===== src/rtl/multicycle_main_controller_pkg.sv =====
// Shared definitions for the multicycle RV32I control path: FSM states,
// opcodes and the mux/ALU-op encodings used by the datapath and ALU decoder.
package multicycle_main_controller_pkg;

  typedef enum logic [3:0] {
    FETCH    = 4'd0,
    DECODE   = 4'd1,
    MEMADR   = 4'd2,
    MEMREAD  = 4'd3,
    MEMWB    = 4'd4,
    MEMWRITE = 4'd5,
    EXECUTER = 4'd6,
    EXECUTEI = 4'd7,
    ALUWB    = 4'd8,
    BEQ      = 4'd9,
    JAL      = 4'd10,
    ILLEGAL  = 4'd11
  } state_t;

  localparam logic [6:0] OP_LW  = 7'b0000011;
  localparam logic [6:0] OP_SW  = 7'b0100011;
  localparam logic [6:0] OP_R   = 7'b0110011;
  localparam logic [6:0] OP_I   = 7'b0010011;
  localparam logic [6:0] OP_BEQ = 7'b1100011;
  localparam logic [6:0] OP_JAL = 7'b1101111;

  localparam logic [1:0] ALU_OP_ADD  = 2'b00;
  localparam logic [1:0] ALU_OP_SUB  = 2'b01;
  localparam logic [1:0] ALU_OP_FUNC = 2'b10;

  localparam logic [1:0] SRCA_PC    = 2'b00;
  localparam logic [1:0] SRCA_OLDPC = 2'b01;
  localparam logic [1:0] SRCA_REGA  = 2'b10;

  localparam logic [1:0] SRCB_REGB = 2'b00;
  localparam logic [1:0] SRCB_IMM  = 2'b01;
  localparam logic [1:0] SRCB_FOUR = 2'b10;

  localparam logic [1:0] RES_ALUOUT    = 2'b00;
  localparam logic [1:0] RES_MEMDATA   = 2'b01;
  localparam logic [1:0] RES_ALURESULT = 2'b10;

  localparam logic [1:0] IMM_I = 2'b00;
  localparam logic [1:0] IMM_S = 2'b01;
  localparam logic [1:0] IMM_B = 2'b10;
  localparam logic [1:0] IMM_J = 2'b11;

  function automatic logic [1:0] imm_src_decode(input logic [6:0] op);
    logic [1:0] imm;
    case (op)
      OP_LW, OP_I: imm = IMM_I;
      OP_SW:       imm = IMM_S;
      OP_BEQ:      imm = IMM_B;
      OP_JAL:      imm = IMM_J;
      default:     imm = IMM_I;
    endcase
    return imm;
  endfunction

endpackage


===== src/rtl/multicycle_main_controller_if.sv =====
// Memory handshake between the main controller (master) and the unified
// instruction/data memory (slave).
interface multicycle_main_controller_if;
  logic mem_req;
  logic mem_we;
  logic AdrSrc;
  logic mem_ready;

  modport master (output mem_req, output mem_we, output AdrSrc, input mem_ready);
  modport slave  (input mem_req, input mem_we, input AdrSrc, output mem_ready);
endinterface


===== src/rtl/multicycle_main_controller_instret_counter.sv =====
// Retired-instruction counter: increments on enable, wraps modulo 2^INSTRET_W.
module instret_counter #(
  parameter int INSTRET_W = 32
) (
  input  logic                 clk,
  input  logic                 rst_n,
  input  logic                 en,
  output logic [INSTRET_W-1:0] count
);

  logic [INSTRET_W-1:0] count_r;

  // Count register; natural overflow provides the wrap to zero.
  always_ff @(posedge clk or negedge rst_n) begin
    if (!rst_n) begin
      count_r <= '0;
    end else if (en) begin
      count_r <= count_r + {{(INSTRET_W-1){1'b0}}, 1'b1};
    end else begin
      count_r <= count_r;
    end
  end

  assign count = count_r;

endmodule


===== src/rtl/multicycle_main_controller.sv =====
// Main control FSM for the multicycle RV32I core: sequences the shared ALU,
// register file and unified memory, and counts retired instructions.
module multicycle_main_controller
  import multicycle_main_controller_pkg::*;
#(
  parameter int INSTRET_W = 32
) (
  input  logic                          clk,
  input  logic                          rst_n,
  multicycle_main_controller_if.master  mem,
  input  logic [6:0]                    opcode,
  input  logic                          Zero,
  output logic                          IRWrite,
  output logic                          pc_write,
  output logic                          RegWrite,
  output logic [1:0]                    ALUSrcA,
  output logic [1:0]                    ALUSrcB,
  output logic [1:0]                    ResultSrc,
  output logic [1:0]                    ImmSrc,
  output logic [1:0]                    ALU_op,
  output logic                          illegal_instr,
  output logic [INSTRET_W-1:0]          instret
);

  state_t     state_r;
  state_t     state_next_s;
  logic       mem_req_s;
  logic       mem_we_s;
  logic       adr_src_s;
  logic       ir_write_s;
  logic       pc_write_s;
  logic       reg_write_s;
  logic [1:0] alu_src_a_s;
  logic [1:0] alu_src_b_s;
  logic [1:0] result_src_s;
  logic [1:0] alu_op_s;
  logic       retire_s;

  // State register.
  always_ff @(posedge clk or negedge rst_n) begin
    if (!rst_n) begin
      state_r <= FETCH;
    end else begin
      state_r <= state_next_s;
    end
  end

  // Next-state and Moore output decode (memory states qualified by mem_ready).
  always_comb begin
    state_next_s = state_r;
    mem_req_s    = 1'b0;
    mem_we_s     = 1'b0;
    adr_src_s    = 1'b0;
    ir_write_s   = 1'b0;
    pc_write_s   = 1'b0;
    reg_write_s  = 1'b0;
    alu_src_a_s  = SRCA_PC;
    alu_src_b_s  = SRCB_REGB;
    result_src_s = RES_ALUOUT;
    alu_op_s     = ALU_OP_ADD;
    retire_s     = 1'b0;
    case (state_r)
      FETCH: begin
        mem_req_s    = 1'b1;
        alu_src_b_s  = SRCB_FOUR;
        result_src_s = RES_ALURESULT;
        if (mem.mem_ready) begin
          ir_write_s   = 1'b1;
          pc_write_s   = 1'b1;
          state_next_s = DECODE;
        end else begin
          state_next_s = FETCH;
        end
      end
      DECODE: begin
        alu_src_a_s = SRCA_OLDPC;
        alu_src_b_s = SRCB_IMM;
        case (opcode)
          OP_LW, OP_SW: state_next_s = MEMADR;
          OP_R:         state_next_s = EXECUTER;
          OP_I:         state_next_s = EXECUTEI;
          OP_BEQ:       state_next_s = BEQ;
          OP_JAL:       state_next_s = JAL;
          default:      state_next_s = ILLEGAL;
        endcase
      end
      MEMADR: begin
        alu_src_a_s = SRCA_REGA;
        alu_src_b_s = SRCB_IMM;
        if (opcode == OP_LW) begin
          state_next_s = MEMREAD;
        end else begin
          state_next_s = MEMWRITE;
        end
      end
      MEMREAD: begin
        mem_req_s = 1'b1;
        adr_src_s = 1'b1;
        if (mem.mem_ready) begin
          state_next_s = MEMWB;
        end else begin
          state_next_s = MEMREAD;
        end
      end
      MEMWB: begin
        result_src_s = RES_MEMDATA;
        reg_write_s  = 1'b1;
        retire_s     = 1'b1;
        state_next_s = FETCH;
      end
      MEMWRITE: begin
        mem_req_s = 1'b1;
        mem_we_s  = 1'b1;
        adr_src_s = 1'b1;
        if (mem.mem_ready) begin
          retire_s     = 1'b1;
          state_next_s = FETCH;
        end else begin
          state_next_s = MEMWRITE;
        end
      end
      EXECUTER: begin
        alu_src_a_s  = SRCA_REGA;
        alu_src_b_s  = SRCB_REGB;
        alu_op_s     = ALU_OP_FUNC;
        state_next_s = ALUWB;
      end
      EXECUTEI: begin
        alu_src_a_s  = SRCA_REGA;
        alu_src_b_s  = SRCB_IMM;
        alu_op_s     = ALU_OP_FUNC;
        state_next_s = ALUWB;
      end
      ALUWB: begin
        result_src_s = RES_ALUOUT;
        reg_write_s  = 1'b1;
        retire_s     = 1'b1;
        state_next_s = FETCH;
      end
      BEQ: begin
        alu_src_a_s  = SRCA_REGA;
        alu_src_b_s  = SRCB_REGB;
        alu_op_s     = ALU_OP_SUB;
        result_src_s = RES_ALUOUT;
        pc_write_s   = Zero;
        retire_s     = 1'b1;
        state_next_s = FETCH;
      end
      JAL: begin
        // Target was precomputed in DECODE; ALU now forms the link value PC+4.
        alu_src_a_s  = SRCA_OLDPC;
        alu_src_b_s  = SRCB_FOUR;
        result_src_s = RES_ALUOUT;
        pc_write_s   = 1'b1;
        state_next_s = ALUWB;
      end
      ILLEGAL: begin
        state_next_s = ILLEGAL;
      end
      default: begin
        state_next_s = FETCH;
      end
    endcase
  end

  // Gating with rst_n keeps FETCH's request and selects quiet during reset.
  assign mem.mem_req   = rst_n & mem_req_s;
  assign mem.mem_we    = rst_n & mem_we_s;
  assign mem.AdrSrc    = rst_n & adr_src_s;
  assign IRWrite       = rst_n & ir_write_s;
  assign pc_write      = rst_n & pc_write_s;
  assign RegWrite      = rst_n & reg_write_s;
  assign ALUSrcA       = rst_n ? alu_src_a_s  : 2'b00;
  assign ALUSrcB       = rst_n ? alu_src_b_s  : 2'b00;
  assign ResultSrc     = rst_n ? result_src_s : 2'b00;
  assign ALU_op        = rst_n ? alu_op_s     : 2'b00;
  assign ImmSrc        = rst_n ? imm_src_decode(opcode) : 2'b00;
  assign illegal_instr = rst_n & (state_r == ILLEGAL);

  instret_counter #(
    .INSTRET_W (INSTRET_W)
  ) u_instret_counter (
    .clk   (clk),
    .rst_n (rst_n),
    .en    (retire_s),
    .count (instret)
  );

endmodule


===== src/flat_wrapper.sv =====
// flat-port wrapper written by rule: the top's interface ports become plain ports
module multicycle_main_controller_flat import multicycle_main_controller_pkg::*;
#(
  parameter int INSTRET_W = 32
)
  (clk, rst_n, opcode, Zero, IRWrite, pc_write, RegWrite, ALUSrcA, ALUSrcB, ResultSrc, ImmSrc, ALU_op, illegal_instr, instret, mem_mem_req, mem_mem_we, mem_AdrSrc, mem_mem_ready);
  multicycle_main_controller_if mem_i ();
  input  logic clk;
  input  logic rst_n;
  input  logic [6:0] opcode;
  input  logic Zero;
  output logic IRWrite;
  output logic pc_write;
  output logic RegWrite;
  output logic [1:0] ALUSrcA;
  output logic [1:0] ALUSrcB;
  output logic [1:0] ResultSrc;
  output logic [1:0] ImmSrc;
  output logic [1:0] ALU_op;
  output logic illegal_instr;
  output logic [INSTRET_W-1:0] instret;
  output wire logic [$bits(mem_i.mem_req)-1:0] mem_mem_req;
  output wire logic [$bits(mem_i.mem_we)-1:0] mem_mem_we;
  output wire logic [$bits(mem_i.AdrSrc)-1:0] mem_AdrSrc;
  input wire logic [$bits(mem_i.mem_ready)-1:0] mem_mem_ready;
  assign mem_mem_req = mem_i.mem_req;
  assign mem_mem_we = mem_i.mem_we;
  assign mem_AdrSrc = mem_i.AdrSrc;
  assign mem_i.mem_ready = mem_mem_ready;
  multicycle_main_controller #(.INSTRET_W(INSTRET_W)) u_core (.clk(clk), .rst_n(rst_n), .mem(mem_i), .opcode(opcode), .Zero(Zero), .IRWrite(IRWrite), .pc_write(pc_write), .RegWrite(RegWrite), .ALUSrcA(ALUSrcA), .ALUSrcB(ALUSrcB), .ResultSrc(ResultSrc), .ImmSrc(ImmSrc), .ALU_op(ALU_op), .illegal_instr(illegal_instr), .instret(instret));
endmodule

===== config.mk =====
export PLATFORM = sky130hd
export DESIGN_NAME = multicycle_main_controller_flat
export DESIGN_NICKNAME = d
export VERILOG_FILES = /design/src/rtl/multicycle_main_controller_pkg.sv /design/src/rtl/multicycle_main_controller_if.sv /design/src/rtl/multicycle_main_controller_instret_counter.sv /design/src/rtl/multicycle_main_controller.sv /design/src/flat_wrapper.sv
export SDC_FILE = /design/constraint.sdc
export NUM_CORES = 1
export LEC_CHECK = 0
export ABC_CLOCK_PERIOD_IN_PS = 2200
export CAP_MARGIN = 20
export CELL_PAD_IN_SITES_DETAIL_PLACEMENT = 0
export CELL_PAD_IN_SITES_GLOBAL_PLACEMENT = 1
export CORE_MARGIN = 1
export CORE_UTILIZATION = 30
export DETAILED_ROUTE_END_ITERATION = 8
export GPL_TIMING_DRIVEN = 0
export PLACE_DENSITY_LB_ADDON = 0.1
export SYNTH_ARGS = -nofsm -noshare
export SYNTH_HDL_FRONTEND = slang
export SYNTH_SLANG_ARGS = --single-unit

===== constraint.sdc =====
create_clock -name clk -period 2.2 [get_ports clk]
set_input_delay 0.55 -clock clk [delete_from_list [all_inputs] [get_ports clk]]
set_output_delay 0.55 -clock clk [all_outputs]
set_load 0.005 [all_outputs]

==> results by group <==
Clock tree
  • CTS tree: built
  • Clk buf depth: 2
  • Clock Latency Late Sink: ~0.28 ns
  • H-tree depth: 2
  • CTS buffer count: 5
  • Hold Buf Count CTS: 0
  • Clock sinks: 36
  • CTS clk-pin slew, worst paths: roughly 0.07 ns
  • Root Buffer Master: clkbuf_8

Cells and area
  • Final-layout fill cell count: between 700 and 800
  • Post-route insts no fill: roughly 420
  • Multi-input gate area: approximately 1400 sq um
  • FF+latch area: between 900 and 1000 sq um
  • Post-route cell area: around 3400 sq um
  • Fin nets: 331
  • Commonest cells after routing, fill and taps aside: clkdlybuf4s50_1, dfrtp_1, nand2_1
  • P&R area growth vs syn: 52.4%
  • # diodes: 0
  • Layout cells sized above 1: 0.253

Worst setup path
  • Worst path slowest cell: dfrtp_2
  • Kind of cell adding the most delay to the critical path: buffers and inverters
  • Crit-path max FO: 6
  • Critical path startpoint category: register
  • CP max stage delay: between 0.4 and 0.5 ns
  • Reg-to-Reg Start: u_core.u_instret_counter.count[2]
  • CP required: ~1.7 ns
  • Stages on the worst setup path: 6
  • Critical-path cell list: buf_8 > nand2b_1 > a21oi_2 > buf_4 > or2_4 > clkdlybuf4s15_2
  • Bufs and invs on worst path: 3
  • Reg-to-reg setup timing slack: 0.31 ns
  • WS Path Type: register to output pin
  • Worst Reg-to-Reg Cells: 5
  • End of the worst register-to-register path: u_core.u_instret_counter.count[23]
  • CP endpoint kind: output pin
  • Critical path arrival: ~1.6 ns

Synthesis
  • Mean Syn Cell Area: approximately 9.6 sq um
  • Main flop type after synthesis: dfrtp_1
  • EDFF count, synth: 0
  • Post-synthesis compound-gate area fraction: 0.0654
  • Mapped Nets: approximately 240
  • Synth Instances: 230
  • Synth cell types: 48
  • Warnings, synthesis: 0
  • Post-Synth Simple-Gate Area: 0.342
  • Synthesized cell area: between 2000 and 2500 sq um
  • Mux share of post-synthesis cell area: 0.00959
  • Synth Area in XOR/XNOR: 0.134
  • #FFs+latches synth: 36
  • Synth Area in Adders: 0.00564
  • Post-synthesis sequential area ratio: 0.406
  • Async set or reset register ratio after synthesis: 1.00
  • Largest family of logic cells by synthesized area: simple AND/OR/NAND/NOR gates

Timing
  • Final Skew: around 0.0030 ns
  • Final hold vios: 0
  • Slew headroom: 0.637
  • Fin crit share: 0.983
  • RSZ-0062 raised after global routing: yes
  • Slew Viols, Final: 0
  • Final Setup Violations: 0
  • Minimum clock period: ~2.2 ns
  • Slew @ Worst Pin: 0.545 ns
  • FMAX: 0.462 GHz

GRT
  • Largest net degree at the start of global routing: 17
  • First-pass GRT wire length: 9.97 mm
  • GR Util All Layers: 0.167
  • Initial antenna violation count: 0
  • Residual overflow from global routing: 0
  • Number of global-route vias before repair: 1,951

Route
  • # DRC: 0
  • Via count: around 2,100
  • ANT nets after route: 0
  • Via-to-Cell Ratio: roughly 5
  • Routed WL per cell: 14.5 um
  • Pre-Repair DR Iteration Count: 4
  • Final wirelength: 6.05 mm
  • First DRT Iteration DRCs: 88

Place
  • Port bufs: between 50 and 60
  • GPL Wtd Cong: 0.760
  • Inst Count DP: about 390
  • Cell Area, Placed: about 3000 sq um
  • DP HPWL: 4.08 mm

Floorplan
  • Die Ht: 88.0 um
  • IO Pins: 60
  • Initial Utilization: 0.318
  • Core area: 6980 sq um
  • Site Rows: 30
  • Die X: ~88 um
  • Die area: approximately 7700 sq um

Run
  • Max cap viols: 0

Run status
  • Status: finished clean

Worst hold path
  • Worst Hold Class: primary input to async pin

Power and ir drop
  • Peak supply drop: between 500 and 600 uV
  • Total power: around 3.2 mW
  • Leak pwr: about 1.4 nW
  • Pwr/cell area: roughly 950 nW/um^2
## cells by family (layout without fill, tap and decap cells)
| family | after synthesis | count (layout) |
|---|---|---|
| AO/OA/AOI/OAI | 22 | 22 |
| XOR/XNOR | 34 | 34 |
| adder cells (fa/ha/maj) | 1 | 1 |
| buffers and inverters | 17 | 107 |
| flip-flops | 36 | 36 |
| multiplexers | 2 | 2 |
| AND/OR/NAND/NOR | 118 | 118 |
## sequential cells by signal (all words and copies together) (netlist names)
| name | count |
|---|---|
| u_core.state_r | 4 |
| u_core.u_instret_counter.count | 32 |
## per-stage QoR
stage | hold slack, ns | util | TNS, ns | worst slack [ns]
after floorplan | 0.254 | - | 0 | 0.317
after global placement | 0.462 | 0.418 | -56.91 | -2.15
after detailed placement | 0.467 | 0.421 | -8.08 | -0.541
after CTS | 0.0720 | 0.473 | -0.0265 | -0.0166
after global routing | 0.0570 | 0.484 | -0.0889 | -0.0718
final | 0.0644 | 0.484 | 0 | 0.0378
## area by class of cell
class / instances / area share
Multi-Input combinational cell: 177 / 0.400
Sequential cell: 36 / 0.268
Timing Repair Buffer: 82 / 0.231
Tap cell: 96 / 0.0355
Buffer: 13 / 0.0329
Clock buffer: 7 / 0.0255
Inverter: 4 / 0.00444
Clock inverter: 1 / 0.00222
## worst max path at each step
stage                      start                            endpoint  slack (ns)
5_1_grt        u_core.state_r[0]                          ALUSrcB[0]       -0.07
4_1_cts        u_core.state_r[1]                          ALUSrcB[0]       -0.02
3_3_place_gp               rst_n                             IRWrite       -2.15
6_report       u_core.state_r[1]                         mem_mem_req        0.04
2_1_floorplan      mem_mem_ready  u_core.u_instret_counter.count[14]        0.32
3_5_place_dp               rst_n                             IRWrite       -0.54
## report_power, final
| group | internal, mW | switching [mW] |
|---|---|---|
| clock network | 0.255 | 0.237 |
| registers | 0.783 | 0.158 |
| logic | 0.912 | 0.877 |
| total | 1.95 | 1.27 |
## cells in the mapped netlist (2+ instances only)
cell type / number / area [sq um]
and2_1: 4 / 25.0
nand2b_1: 7 / 43.8
and4b_1: 3 / 30.0
nor4_2: 4 / 50.1
and3_1: 3 / 18.8
and4_1: 6 / 52.6
dfrtp_1: 36 / 901
nor3b_1: 4 / 30.0
nand4b_1: 3 / 26.3
buf_1: 4 / 15.0
o21a_1: 2 / 15.0
nand2_1: 19 / 71.3
buf_6: 2 / 22.5
xnor2_1: 17 / 149
inv_1: 4 / 15.0
nor4b_1: 4 / 35.0
o21ai_0: 3 / 15.0
a21oi_1: 7 / 35.0
nand3_1: 11 / 55.1
clkbuf_1: 4 / 15.0
nor4_1: 5 / 31.3
nand4_1: 13 / 81.3
nor3_1: 7 / 35.0
xor2_1: 17 / 149
buf_2: 3 / 15.0
a31oi_1: 2 / 12.5
nor2_1: 12 / 45.0
nor2b_1: 4 / 25.0
## per-layer routing
metal	vias to the layer above	GRT usage	wire length [um]
met4	0	0.0358	25
met3	2	0.0264	244
li1	1013	-	-
met2	47	0.244	2650
met1	1009	0.257	3130
met5	-	0	0
## timing repair
action                     CTS  global route
gates resized for setup     80            16
gates cloned                 1             0
setup buffers               19             2
pin swaps                   11             7
setup endpoints to repair   17            14
(Power assumes the default switching activity.)
